[src/rtl/uart_line_echo.sv]
// Line-buffered UART echo: collects received bytes until CR, then replays the
// line (plus '!' if it overflowed) followed by CR LF through a busy-gated transmitter.
module uart_line_echo #(
  parameter int DEPTH = 16
) (
  input  logic                     CLK,
  input  logic                     RST,
  input  logic                     RX_READY,
  input  logic [7:0]               RX_DATA,
  output logic                     READY_CLR,
  input  logic                     TX_BUSY,
  output logic [7:0]               TX_DATA,
  output logic                     WR_EN,
  output logic [$clog2(DEPTH):0]   LINE_LEN,
  output logic                     OVERFLOW,
  output logic                     BUSY
);

  localparam int AW = $clog2(DEPTH);
  localparam int LW = AW + 1;
  localparam int IW = AW + 2;

  typedef enum logic [2:0] {
    COLLECT,
    LOAD,
    STROBE,
    GUARD,
    DRAIN
  } state_t;

  state_t         state;
  state_t         state_next;
  logic [7:0]     line_buf [DEPTH];
  logic [LW-1:0]  line_len;
  logic           overflow;
  logic           rx_hold;
  logic [IW-1:0]  tx_idx;
  logic [IW-1:0]  last_idx;
  logic [IW-1:0]  tail_idx;
  logic [7:0]     tx_data_q;
  logic [7:0]     seq_byte;
  logic           capture;
  logic           is_cr;
  logic           is_lf;
  logic           line_full;

  // rx_hold blocks a second consume until the receiver has been seen idle
  assign capture   = (state == COLLECT) && RX_READY && !rx_hold && !RST;
  assign is_cr     = (RX_DATA == 8'h0D);
  assign is_lf     = (RX_DATA == 8'h0A);
  assign line_full = (line_len == LW'(DEPTH));
  assign last_idx  = IW'(line_len) + IW'(overflow) + IW'(1);

  // Byte at transmit position tx_idx: buffered data, optional '!', CR, LF
  always_comb begin
    seq_byte = 8'h0A;
    tail_idx = tx_idx - IW'(line_len);
    if (tx_idx < IW'(line_len)) begin
      seq_byte = line_buf[tx_idx[AW-1:0]];
    end else if (overflow && (tail_idx == '0)) begin
      seq_byte = 8'h21;
    end else if (tail_idx == IW'(overflow)) begin
      seq_byte = 8'h0D;
    end else begin
      seq_byte = 8'h0A;
    end
  end

  always_comb begin
    state_next = state;
    case (state)
      COLLECT: if (capture && is_cr) state_next = LOAD;
      LOAD:    if (!TX_BUSY) state_next = STROBE;
      STROBE:  state_next = GUARD;
      GUARD:   state_next = DRAIN;
      DRAIN: begin
        if (!TX_BUSY) state_next = (tx_idx == last_idx) ? COLLECT : LOAD;
      end
      default: state_next = COLLECT;
    endcase
  end

  always_ff @(posedge CLK) begin
    if (RST) begin
      state     <= COLLECT;
      line_len  <= '0;
      overflow  <= 1'b0;
      rx_hold   <= 1'b0;
      tx_idx    <= '0;
      tx_data_q <= 8'h00;
    end else begin
      state <= state_next;
      if (capture) begin
        rx_hold <= 1'b1;
      end else if (!RX_READY) begin
        rx_hold <= 1'b0;
      end
      if (capture) begin
        if (is_cr) begin
          tx_idx <= '0;
        end else if (!is_lf) begin
          if (line_full) overflow <= 1'b1;
          else           line_len <= line_len + LW'(1);
        end
      end
      if (state == LOAD) tx_data_q <= seq_byte;
      if ((state == DRAIN) && !TX_BUSY) begin
        if (tx_idx == last_idx) begin
          line_len <= '0;
          overflow <= 1'b0;
        end else begin
          tx_idx <= tx_idx + IW'(1);
        end
      end
    end
  end

  // Line storage is not reset; a stale buffer is never read past line_len
  always_ff @(posedge CLK) begin
    if (capture && !is_cr && !is_lf && !line_full) begin
      line_buf[line_len[AW-1:0]] <= RX_DATA;
    end
  end

  assign READY_CLR = capture;
  assign WR_EN     = (state == STROBE);
  assign TX_DATA   = (state == LOAD) ? seq_byte : tx_data_q;
  assign LINE_LEN  = line_len;
  assign OVERFLOW  = overflow;
  assign BUSY      = (state != COLLECT);

endmodule

[config.mk]
export PLATFORM = sky130hd
export DESIGN_NAME = uart_line_echo
export DESIGN_NICKNAME = d
export VERILOG_FILES = /design/src/rtl/uart_line_echo.sv
export SDC_FILE = /design/constraint.sdc
export NUM_CORES = 1
export LEC_CHECK = 0
export CAP_MARGIN = 15
export CORE_MARGIN = 5
export CORE_UTILIZATION = 58
export DETAILED_ROUTE_END_ITERATION = 10
export PLACE_DENSITY_LB_ADDON = 0.25
export SKIP_CTS_REPAIR_TIMING = 1
export SYNTH_ARGS = -nofsm -noshare
export SYNTH_HDL_FRONTEND = slang
export SYNTH_SLANG_ARGS = --single-unit
[constraint.sdc]
create_clock -name CLK -period 4.6 [get_ports CLK]
set_input_delay 1.15 -clock CLK [delete_from_list [all_inputs] [get_ports CLK]]
set_output_delay 1.15 -clock CLK [all_outputs]
set_load 0.01 [all_outputs]
==> results of run 1 <==
logic make-up after synthesis:
family	share of synthesized area, %
AO/OA/AOI/OAI	5.20
XOR/XNOR	1.20
adder cells (fa/ha/maj)	2.59
buffers and inverters	2.49
flip-flops	65.8
multiplexers	13.9
AND/OR/NAND/NOR	8.85
worst paths after layout:
check | end | slack (ns) | start
worst max-delay path | TX_DATA[3] | 0.17 | LINE_LEN[0]
worst min-delay path | rx_hold | 0.46 | rx_hold
worst max register to register | line_buf[15][4] | 1.72 | state[1]
worst min register to register | rx_hold | 0.46 | rx_hold
registers in the layout, summed over array words and instances (netlist names):
register	flops
tx_data_q	8
rx_hold	1
OVERFLOW	1
LINE_LEN	5
line_buf	128
tx_idx	6
state	3
area by class of cell:
type	count	share of cell area [%]
tap	140	2.26
sequential	152	55.9
inverter	12	0.582
timing repair buffer	52	6.11
clock buffer	17	5.50
multi-input combinational	224	27.0
clock inverter	15	2.60
per-stage QoR:
stage | instances | util [%] | power, uW
floorplan | 409 | - | 1580
CTS | 612 | 70.4 | 3080
finish | 612 | 70.5 | 3060
global route | 612 | 70.5 | 3150
detailed placement | 580 | 64.7 | 1620
global placement | 580 | 64.7 | 1620
worst min-delay path: stages, from the launching register on:
cell     delay (ns)
dfxtp_1        0.32
inv_1          0.05
a21oi_1        0.05
metal layers:
layer  part of all wire (%)  routed length, um  GRT usage (%)
met1                     40               5680           29.2
met2                     51               7300           38.9
met3                    5.8                836           4.56
met4                    3.7                527           11.2
met5                      0                  0              0
report_power, final:
| group | switching (uW) | internal (uW) | total (uW) |
|---|---|---|---|
| combinational | 54.6 | 39.6 | 94.2 |
| clock | 552 | 909 | 1460 |
| sequential | 3.70 | 1500 | 1500 |
synthesized netlist by cell type, types with 3 or more instances:
| master | instances | area share (%) |
|---|---|---|
| edfxtp_1 | 128 | 58 |
| mux4_2 | 37 | 13 |
| nor2_1 | 31 | 1.8 |
| dfxtp_1 | 24 | 7.3 |
| nand2_1 | 19 | 1.1 |
| ha_1 | 12 | 2.3 |
| inv_1 | 12 | 0.69 |
| a21oi_1 | 10 | 0.76 |
| nor2b_1 | 9 | 0.86 |
| and2_1 | 8 | 0.76 |
| buf_2 | 8 | 0.61 |
| clkbuf_1 | 8 | 0.46 |
| mux2i_1 | 7 | 1.1 |
| nor3_1 | 7 | 0.53 |
| xnor2_1 | 7 | 0.93 |
| o21ai_0 | 6 | 0.46 |
| a211oi_1 | 4 | 0.46 |
| nand3_1 | 4 | 0.30 |
| o31ai_1 | 4 | 0.46 |
| or3_1 | 4 | 0.38 |
| a31o_2 | 3 | 0.40 |
| buf_6 | 3 | 0.51 |
| nand2b_1 | 3 | 0.29 |
| nand3b_1 | 3 | 0.34 |
| nor3b_1 | 3 | 0.34 |
| o41ai_1 | 3 | 0.40 |
==> metrics.yaml, run 1 <==
route:
  via_per_inst: 6.17
  drt_iter0_drc: 274
  vias: 3773
  drc_errors: 0
  final_antenna_net_count: 0
  firstDrtPassIters: 5
  wl_per_cell_um: 23.4
  drt_wl_total_mm: 14.3
clock_network:
  cts_root_buffer: "clkbuf_16"
  clkTransAtPathRegs_ns: 0.06
  h-tree-depth: 4
  cts_tree: "built"
  clock_path_buffers: 2
  clock_latency_ns: 0.42
  numCtsBuffers: 17
  cts_num_sinks: 152
sta:
  min_period_ns: 4.43
  rsz0062_at_grt: "false"
  maxSlewHeadroom_pct: 23.5
  finalClockSkew_ns: 0.00632
  setup_viol: 0
  setup-tns-final_ns: 0
  hold_violations: 0
  finalHoldWorstSlack_ns: 0.461
  max_freq_mhz: 226
  worst_pin_slew_ns: 1.14
  drv_slew: 0
  finalCritPeriodShare_pct: 96.3
  finalWorstSetupSlack_ns: 0.170
final_layout:
  multiInputGateArea_um2: 2090
  drive_above_1_share_pct: 22.7
  design_area_um2: 7740
  ff_latch_area_um2: 4330
  syn_to_final_growth_pct: 17.7
  nNetsFinal: 484
  layout_common_cells: "edfxtp_1 (128), mux4_2 (37), nor2_1 (31)"
  layout_commonest_cell: "edfxtp_1"
  fillCellCount: 694
  diodes: 0
power_and_ir_drop:
  p_leak_uw: 0.00253
  worst_ir_drop_vdd_uv: 345
  p_per_area_nw_per_um2: 395
placed_design:
  dp_hpwl_mm: 9.16
  gp_congestion: 0.851
  port_buffers: 28
  place_ws_ns: 0.509
  placed_area_um2: 7110
worst_setup_path:
  arrival_ns: 3.28
  slowest_delay_ns: 0.48
  crit_chain: "ha_1, inv_1, fa_1, xor2_1, or3_1, a211oi_2, o2111ai_1, a22oi_1, nor2_1, clkdlybuf4s50_1"
  reg2reg_depth: 5
  critical_path_class: "reg2out"
  critPathTopFamily: "compound AO/OA/AOI/OAI gates"
  critPathLaunchType: "flip-flop"
  critPathMaxFanout: 7
  cpMaxStageDelayCell: "clkdlybuf4s50_1"
  cp_num_buf_inv: 2
  cp.depth: 10
  cp.required_ns: 3.45
  end_kind: "output port"
synth:
  synth_cell_types: 57
  synth_cells: 409
  async_flop_share_pct: 0
  synth_top_flop_cell: "edfxtp_1"
  ys_seq_elements: 152
  synth_fp_nets: 434
  yosysWarnings: 0
  postSynthAreaPerCell_um2: 16.1
  syn_area_um2: 6580
  yosysSeqAreaShare_pct: 65.8
  synth_edf_count: 128
floorplanning:
  die_area_um2: 13600
  die_w_um: 116
  die_h_um: 116
  row_count: 38
  io_pins: 29
  start_util_pct: 59.9
  design.core.area_um2: 11000
global_routing:
  grt_pass1_vias: 3839
  grt-ovfl-total: 0
  antenna_found_initial: 0
  grt_first_pass_wirelength_mm: 22.2
  grt_usage_pct: 23.2
  grt_max_degree: 37
hold_path:
  hp-class: "reg2reg"
  whs_path_depth: 2
flow_run:
  maxCapViolCount: 0
outcome:
  outcome: "completed"
Power figures use the tool's default switching activity.
==> inputs of run 2 (changes only) <==
--- a/constraint.sdc
+++ b/constraint.sdc
@@ -3,2 +3,2 @@
 set_output_delay 1.15 -clock CLK [all_outputs]
-set_load 0.01 [all_outputs]
+set_load 0.02 [all_outputs]
==> run 2 against run 1 <==
Compared with the run above:
- critical path depth increased by 1
- design area is 1.2% lower
- critical endpoint unchanged
- clock power fell by 17%
- combinational power up 7%
- core utilization decreased by 0.88 points
- total power decreased by 7.9%
- register-to-register slack got worse by 0.04 ns
- count of clock-buffer cells in the layout increased by 2
- non-clock buffer count rose by 4
- via count is 1.9% higher
==> metrics.yaml, run 2 (synthesis gave the netlist of run 1 again) <==
floorplanning:
  die_h_um: 116  # unchanged
  design.core.area_um2: 11000  # unchanged
  io_pins: 29  # unchanged
  row_count: 38  # unchanged
  start_util_pct: 59.9  # unchanged
  die_w_um: 116  # unchanged
  die_area_um2: 13600  # unchanged
sta:
  setup-tns-final_ns: 0  # unchanged
  finalCritPeriodShare_pct: 96.3  # about the same
  finalClockSkew_ns: 0.00449  # -0.00182 ns
  maxSlewHeadroom_pct: 29.0  # +5.5 points
  rsz0062_at_grt: "false"
  worst_pin_slew_ns: 1.06  # -0.0815 ns
  finalWorstSetupSlack_ns: 0.169  # -0.000435 ns
  setup_viol: 0  # unchanged
  finalHoldWorstSlack_ns: 0.473  # +0.0117 ns
  hold_violations: 0  # unchanged
  max_freq_mhz: 226  # about the same
  drv_slew: 0  # unchanged
  min_period_ns: 4.43  # +0.000435 ns
final_layout:
  largest_register_ffs: 128  # unchanged
  diodes: 0  # unchanged
  design_area_um2: 7640  # -1.2%
  layout_common_cells: "edfxtp_1 (128), mux4_2 (37), nor2_1 (31)"
  layout_commonest_cell: "edfxtp_1"
  fillCellCount: 724  # +4.3%
  syn_to_final_growth_pct: 16.3
  multiInputGateArea_um2: 2090  # +0.12%
  drive_above_1_share_pct: 21.8  # -0.82 points
  ff_latch_area_um2: 4330  # about the same
  nNetsFinal: 488  # +0.83%
clock_network:
  cts_root_buffer: "clkbuf_16"
  clock_path_buffers: 2  # unchanged
  cts_num_sinks: 152  # unchanged
  clkTransAtPathRegs_ns: 0.06  # about the same
  clock_latency_ns: 0.42  # about the same
  h-tree-depth: 4  # unchanged
  cts_tree: "built"
  numCtsBuffers: 17  # unchanged
hold_path:
  whs_path_depth: 2  # unchanged
  worst_hold_startpoint: "rx_hold"
  hold_end: "rx_hold"
  hp-class: "reg2reg"
worst_setup_path:
  reg2reg_depth: 11  # +6
  critPathLaunchType: "flip-flop"
  critical_path_class: "reg2out"
  rr_endpoint: "tx_idx[5]"
  startpoint: "tx_idx[0]"
  r2r_start: "LINE_LEN[0]"
  end_kind: "output port"
  arrival_ns: 3.28  # about the same
  cp.required_ns: 3.45  # about the same
  critPathMaxFanout: 3  # -4
  r2r_setup_slack_ns: 1.68  # -0.04 ns
global_routing:
  antenna_found_initial: 0  # unchanged
  grt_first_pass_wirelength_mm: 22.9  # +2.9%
  grt_pass1_vias: 3968  # +3.4%
  grt_usage_pct: 23.5  # +0.32 points
  grt_max_degree: 38  # +2.7%
  grt-ovfl-total: 0  # unchanged
placed_design:
  place_ws_ns: 0.489  # -0.0192 ns
  dp_hpwl_mm: 9.61  # +4.9%
  port_buffers: 28  # unchanged
  placed_area_um2: 7120  # +0.25%
  gp_congestion: 0.805  # -5.5%
power_and_ir_drop:
  seqPwrFrac_pct: 53.3  # +4.2 points
  internal_power_uw: 2220  # -9.2%
  power_uw: 2820  # -7.9%
  p_sw_uw: 592  # -2.9%
  p_leak_uw: 0.00249  # -1.4%
  p_clk_share_pct: 43.1  # -4.7 points
  p_per_area_nw_per_um2: 368  # -6.8%
  switching_share_pct: 21.0  # +1.1 points
  combPwrFrac_pct: 3.6  # +0.5 points
  worst_ir_drop_vdd_uv: 346  # +0.22%
route:
  firstDrtPassIters: 5  # unchanged
  wl_per_cell_um: 23.5  # +0.38%
  via_per_inst: 6.24  # +1.3%
  drc_errors: 0  # unchanged
  drt_wl_total_mm: 14.5  # +1.0%
  final_antenna_net_count: 0  # unchanged
  vias: 3846  # +1.9%
  drt_iter0_drc: 410  # +50%
outcome:
  outcome: "completed"
flow_run:
  maxCapViolCount: 0  # unchanged
-- run 2: how the worst max path moves through the flow --
stage,end,depth (start not counted)
3_5_place_dp,TX_DATA[3],9
3_3_place_gp,TX_DATA[3],9
4_1_cts,TX_DATA[3],9
5_1_grt,TX_DATA[3],11
2_1_floorplan,TX_DATA[1],13
6_report,TX_DATA[3],11
-- run 2: cell type report --
cell class / instances / share of cell area, %
Multi-Input combinational cell: 224 / 27.4
Timing Repair Buffer: 56 / 6.42
Inverter: 12 / 0.589
Tap cell: 140 / 2.29
Clock inverter: 13 / 1.03
Sequential cell: 152 / 56.6
Clock buffer: 19 / 5.66
-- run 2: layer usage --
layer	share of wire, %	global-route usage [%]
met5	0	0
met3	7.9	6.11
met4	3.1	9.36
met2	50	37.7
met1	39	31.2
-- run 2: metrics by stage --
step / std cells / util, %
global route: 616 / 69.6
floorplan: 409 / -
global placement: 584 / 64.9
detailed placement: 584 / 64.9
finish: 616 / 69.6
CTS: 616 / 69.5
-- run 2: power by group through the flow --
stage	Clock [uW]	Sequential, uW	Combinational, uW
floorplan	0	1530	44.0
global placement	0	1530	97.0
CTS	1220	1500	101
global route	1290	1500	111
finish	1210	1500	101
detailed placement	0	1530	101
-- run 2: worst max-delay path, stage by stage (launching register included) --
cell	delay, ns
dfxtp_2	0.32
inv_1	0.06
ha_1	0.15
inv_1	0.05
fa_1	0.42
xor2_1	0.17
or3_1	0.34
a211oi_2	0.25
o2111ai_1	0.22
a22oi_1	0.28
nor2_1	0.07
clkdlybuf4s50_1	0.54
